## src/rtl/inst_sram_ctrl_pkg.sv

```systemverilog
// Shared constants and types for the instruction-fetch SRAM bridge.
package inst_sram_ctrl_pkg;

  localparam logic [31:0] ZeroWord  = 32'h0000_0000;
  localparam logic        RstEnable = 1'b1;

  typedef logic [3:0] sram_wait_t;

  typedef enum logic {
    InstFetchIdle   = 1'b0,
    InstFetchAccess = 1'b1
  } fetch_state_e;

endpackage

```

## src/rtl/inst_sram_ctrl.sv

```systemverilog
// Instruction-fetch bridge: one-entry fetch buffer in front of an asynchronous
// SRAM read with WAIT_CYCLES extra read cycles; stalls the core on a miss.
module inst_sram_ctrl
  import inst_sram_ctrl_pkg::*;
#(
  parameter int unsigned WAIT_CYCLES = 2,
  parameter int unsigned ADDR_W      = 20
) (
  input  logic              clk,
  input  logic              rst,
  input  logic              rom_ce_i,
  input  logic [31:0]       rom_addr_i,
  input  logic              inv_i,
  output logic [31:0]       rom_data_o,
  output logic              stall_o,
  output logic              misalign_o,
  output logic [ADDR_W-1:0] sram_addr_o,
  output logic              sram_ce_n_o,
  output logic              sram_oe_n_o,
  output logic              sram_we_n_o,
  input  logic [31:0]       sram_data_i
);

  fetch_state_e r_state;
  sram_wait_t   r_cnt;
  logic [29:0]  r_req_addr;
  logic [29:0]  r_buf_addr;
  logic [31:0]  r_buf_data;
  logic         r_buf_valid;
  logic         r_sram_ce_n;
  logic         r_sram_oe_n;

  logic w_rst_active;
  logic w_idle;
  logic w_hit;

  assign w_rst_active = (rst == RstEnable);
  assign w_idle       = (r_state == InstFetchIdle);
  // Full 30-bit tag so SRAM aliases never alias in the buffer.
  assign w_hit        = r_buf_valid && (r_buf_addr == rom_addr_i[31:2]);

  assign stall_o     = !w_rst_active && rom_ce_i && !(w_idle && w_hit);
  assign rom_data_o  = (!w_rst_active && rom_ce_i && w_idle && w_hit) ? r_buf_data : ZeroWord;
  assign misalign_o  = !w_rst_active && rom_ce_i && (rom_addr_i[1:0] != 2'b00);

  // req_addr only changes on ACCESS entry, so it also holds the pins between accesses.
  assign sram_addr_o = r_req_addr[ADDR_W-1:0];
  assign sram_ce_n_o = r_sram_ce_n;
  assign sram_oe_n_o = r_sram_oe_n;
  assign sram_we_n_o = 1'b1;

  always_ff @(posedge clk) begin
    if (w_rst_active) begin
      r_state     <= InstFetchIdle;
      r_cnt       <= '0;
      r_req_addr  <= '0;
      r_buf_addr  <= '0;
      r_buf_data  <= ZeroWord;
      r_buf_valid <= 1'b0;
      r_sram_ce_n <= 1'b1;
      r_sram_oe_n <= 1'b1;
    end else begin
      unique case (r_state)
        InstFetchIdle: begin
          if (rom_ce_i && !w_hit) begin
            r_state     <= InstFetchAccess;
            r_req_addr  <= rom_addr_i[31:2];
            r_cnt       <= sram_wait_t'(WAIT_CYCLES);
            r_sram_ce_n <= 1'b0;
            r_sram_oe_n <= 1'b0;
          end
        end
        InstFetchAccess: begin
          if (r_cnt != 4'd0) begin
            r_cnt <= r_cnt - 4'd1;
          end else begin
            r_buf_data  <= sram_data_i;
            r_buf_addr  <= r_req_addr;
            r_buf_valid <= 1'b1;
            r_sram_ce_n <= 1'b1;
            r_sram_oe_n <= 1'b1;
            r_state     <= InstFetchIdle;
          end
        end
      endcase
      // Invalidate overrides a same-edge capture; the data is still written.
      if (inv_i) begin
        r_buf_valid <= 1'b0;
      end
    end
  end

endmodule

```

## config.mk

```make
export PLATFORM = sky130hd
export DESIGN_NAME = inst_sram_ctrl
export DESIGN_NICKNAME = d
export VERILOG_FILES = /design/src/rtl/inst_sram_ctrl_pkg.sv /design/src/rtl/inst_sram_ctrl.sv
export SDC_FILE = /design/constraint.sdc
export NUM_CORES = 1
export LEC_CHECK = 0
export BUFFER_PORTS_ARGS = -buffer_cell sky130_fd_sc_hd__buf_2
export CORE_UTILIZATION = 30
export DETAILED_ROUTE_END_ITERATION = 6
export PLACE_DENSITY = 0.53
export SLEW_MARGIN = 20
export SYNTH_ARGS = -nofsm -noshare
export SYNTH_HDL_FRONTEND = slang
export SYNTH_SLANG_ARGS = --single-unit
export TNS_END_PERCENT = 100
```

## constraint.sdc

```tcl
create_clock -name clk -period 2.1 [get_ports clk]
set_input_delay 0 -clock clk [delete_from_list [all_inputs] [get_ports clk]]
set_output_delay 0 -clock clk [all_outputs]
set_load 0.1 [all_outputs]
```

# After elaboration in Yosys (flattened, before gate mapping)
# Index checks and enable logic that the tools add are counted.
# totals
output_inout_bits,57
elab_cells,42
regBits,99
inputBits,68
# classes
n_reduce_logical,18
n_mux,10
eq_ne,4
add_sub_neg,1
n_bitwise,2
# op_table
operator,n
$mux W32,1
$eq A30 B30 Y1,1
$logic_and A1 B1 Y1,8
$mux W4,2
$pmux W4 S2,1
$reduce_and A2 Y1,4
$mux W1,4
$ne A2 B1 Y1 const B,2
$pmux W1 S2,2
$reduce_bool A4 Y1,1
$sub A4 B1 Y4 const B,1
$logic_not A1 Y1,3
$ne A2 B2 Y1 const B,1
$not A1 Y1,2
$reduce_bool A2 Y1,1
$reduce_or A2 Y1,1

# Longest topological paths before layout
# depth
ltp_word,6
mapped_depth,8
mapped_depth_nobuf,7

# Least setup slack after synthesis
# No wires, ideal clock.
# synth_path
kind,reg2out
from,reg r_buf_addr[7]
to,out stall_o
path_buffers,0
path_stages_with_launch,5
required_ns,2.100
arrival_time_ns,2.254
slack_ns,-0.154
cell_sequence,dfxtp_1 -> xnor2_1 -> nand4_1 -> nor4_2 -> a31oi_1
# synth_via
elab_chain_cells,5
# synth_lines
element,line_no,source
start: declaration,inst_sram_ctrl.sv:27,logic [29:0] r_buf_addr;
start signal: assignment,inst_sram_ctrl.sv:78,r_buf_addr <= r_req_addr;
$eq A30 B30 Y1,inst_sram_ctrl.sv:40,assign w_hit = r_buf_valid && (r_buf_addr == rom_addr_i[31:2]);
$logic_and A1 B1 Y1,inst_sram_ctrl.sv:40,
$logic_and A1 B1 Y1,inst_sram_ctrl.sv:42,assign stall_o = !w_rst_active && rom_ce_i && !(w_idle && w_hit);
$logic_not A1 Y1,inst_sram_ctrl.sv:42,
$logic_and A1 B1 Y1,inst_sram_ctrl.sv:42,
end: declaration,inst_sram_ctrl.sv:15,"output logic stall_o,"
# Every way passes these cells.

# Worst setup path in the final report
# layout_path
from,reg r_buf_addr[2]
to,out rom_data_o[24]
# layout_via
elab_chain_cells,4
# layout_lines
element,line_no,source
$eq A30 B30 Y1,inst_sram_ctrl.sv:40,
$logic_and A1 B1 Y1,inst_sram_ctrl.sv:40,
$logic_and A1 B1 Y1,inst_sram_ctrl.sv:43,assign rom_data_o = (!w_rst_active && rom_ce_i && w_idle && w_hit) ? r_buf_data : ZeroWord;
$mux W32,inst_sram_ctrl.sv:43,
end: declaration,inst_sram_ctrl.sv:14,"output logic [31:0] rom_data_o,"
# Every way passes these cells.

==> qor.yml <==
status: "complete, but fails checks"
violations: "negative setup slack"
synth_area_leaders: "dfxtp_1, nand2_1, a21oi_1"
clkLatencyLatePin_ns: 0.34
cts_root_buffer: "clkbuf_16"
crit_chain: "xnor2_2, nand4_1, nor4_2, and4b_1, buf_12, and2_2, buf_12"
pwr-share-seq: 0.450
yosysTopAreaCellShare: 0.4533
placed_area_um2: 5592
antenna_found_initial: 1
drtAntennaViolNets: 0
rows: 43
wl_per_cell_um: 13.37
p_comb_frac: 0.185
grt-ovfl-total: 0
fill_cells: 1328
worstHoldPathCells: 3
hp-class: "in2reg"
syn_inst: 544
max_stage_delay_ns: 0.34
worst_slew_pin_slew_ns: 0.7633
synth_area_per_cell_um2: 8.036
dieArea_um2: 15060
place_congestion: 0.7758
timing.critical_path.buf_inv: 2
clockBufferDepth: 2
coreArea_um2: 14040
synth_area_um2: 4372
drc: 0
hpwl_um: 7740
clkSinkCount: 99
final_nets: 766
finalHoldViolations: 0
num_io_pins: 125
critPathLaunchType: "register"
power_switching_mw: 1.280
cts_buffers: 9
finalMaxSlewViolations: 0
critPathKind: "reg2out"
synth_fp_nets: 614
first_global_vias: 3983
ys_types: 33
drt_iter0_drc: 155
grt_pass1_wl_um: 19070
synth-main-ff-cell: "dfxtp_1"
leakage_nw: 2.623
rsz0062_at_grt: "true"
sw_frac_of_total: 0.2838
powerDensity_nw_per_um2: 688.0
htree_levels: 3
final_common_cell: "nand2_1"
synth_top_cell_by_area: "dfxtp_1"
ys_warn_count: 0
path_clk_slew_ns: 0.07
synthArstFlopShare: 0
fin_util: 0.4668
period_needed_ns: 2.202
die_h_um: 122.7
start_util: 0.3113
ir_worst_vdd_mv: 0.4177
crit_family: "simple AND/OR/NAND/NOR gates"
final_cell_mix: "nand2_1, dfxtp_1, buf_2"
fin_ws_ns: -0.1019
stdcell_area_um2: 6555
ys_ff_latch: 99
grt_max_degree: 68
slew_headroom: 0.4911
cp_common_cell: "buf_12"
firstDrtPassIters: 4
cp.depth: 7
post_drt_via_cell_ratio: 4.593
crit_slowest_cell: "dfxtp_1"
wl_um: 11800
die_w_um: 122.7
critPathCaptureType: "primary output"
fin_crit_sh: 1.049
yosysSeqAreaShare: 0.4533
fmax_mhz: 454.1
internal_power_mw: 3.230
clockPowerShare: 0.365
cts_tree: "done"
drive_gt1_frac: 0.2725
cp.arrival_ns: 2.20
grt_use_total: 0.1651
setup_viol: 32
vias: 4051
drv_cap: 0
cp.required_ns: 2.10
r2r_cells: 7
path_max_fanout: 32
port-buffer-count: 123
area_delta_synth_final_pct: 49.94
synth_edf_count: 0
fin_skew_ns: 0.007840
tightest hold or removal path, delay by kind of cell:
kind,cells,cell delay (ns)
AO/OA/AOI/OAI,2,0.30
buffers and inverters,1,0.12
logic make-up after synthesis:
| family | Yosys count | share of synthesized area |
|---|---|---|
| adder cells (fa/ha/maj) | 2 | 0.005723 |
| other | 1 | 0.0008578 |
| XOR/XNOR | 31 | 0.06211 |
| AO/OA/AOI/OAI | 74 | 0.09102 |
| AND/OR/NAND/NOR | 247 | 0.2458 |
| flip-flops | 99 | 0.4533 |
| multiplexers | 30 | 0.06869 |
| buffers and inverters | 60 | 0.07241 |
what timing repair did:
action,in CTS,in global routing
gates resized for setup,7,4
hold endpoints to repair,63,0
pin swaps,2,0
setup endpoints to repair,32,39
hold buffers,63,0
buffers inserted,0,0
sequential cells by signal (all words and copies together), names as in the netlist:
register     flops
r_buf_data      32
r_buf_addr      30
r_req_addr      30
r_cnt            4
r_buf_valid      1
r_state          1
sram_oe_n_o      1
area by class of cell:
| type | count | area (um2) | area share |
|---|---|---|---|
| inverter | 5 | 18.77 | 0.002863 |
| clock inverter | 2 | 35.03 | 0.005345 |
| tap | 180 | 225.2 | 0.03436 |
| antenna | 1 | 2.502 | 0.0003818 |
| sequential | 99 | 1984 | 0.3027 |
| timing repair buffer | 196 | 1864 | 0.2844 |
| clock buffer | 14 | 254.0 | 0.03875 |
| multi-input combinational | 385 | 2171 | 0.3312 |
cells in the mapped netlist (all sizes together) (2+ instances only):
cell,count
nand2,188
dfxtp,99
a21oi,64
buf,34
and2,33
xnor2,31
mux2i,30
clkbuf,21
nand4,7
inv,5
nor2,5
nand3,3
a21boi,2
ha,2
nor2b,2
nor3,2
nor3b,2
nor4,2
o21bai,2
power by group through the flow:
stage	Clock (mW)	Combinational, mW	Sequential, mW
final	1.65	0.833	2.03
after CTS	1.69	0.837	2.03
after detailed placement	0	0.741	2.07
after floorplan	0	0.563	2.07
after global placement	0	0.733	2.07
after global routing	1.79	0.896	2.04
layer usage:
layer	vias to the layer above	wire, um	global-route usage
li1	2028	-	-
met3	14	655	0.03253
met4	0	208	0.07012
met5	-	0	0
met2	122	5826	0.2942
met1	1887	5106	0.1909
per-stage QoR:
step | hold WS [ns] | power (mW) | worst slack [ns] | setup TNS (ns) | cells
final | 0.1072 | 4.510 | -0.1019 | -2.810 | 882
after global routing | 0.1227 | 4.733 | -0.2154 | -6.232 | 881
after CTS | 0.09539 | 4.561 | -0.1215 | -3.526 | 881
after detailed placement | 0.1825 | 2.814 | 0.1366 | 0 | 802
after global placement | 0.1795 | 2.801 | 0.1629 | 0 | 802
after floorplan | 0.07679 | 2.634 | 0.05778 | 0 | 544
worst paths after layout:
| kind | from | slack (ns) | end |
|---|---|---|---|
| max | r_buf_addr[2]$_SDFFE_PP0P_ | -0.10 | rom_data_o[24] |
| min | rom_ce_i | 0.11 | r_cnt[3]$_SDFFE_PP0P_ |
| max reg2reg | r_buf_addr[2]$_SDFFE_PP0P_ | 0.15 | r_req_addr[18]$_SDFFE_PP0P_ |
| min reg2reg | r_buf_data[22]$_SDFFE_PP0P_ | 0.45 | r_buf_data[22]$_SDFFE_PP0P_ |
Note: power is estimated with default switching activity, not from simulation.
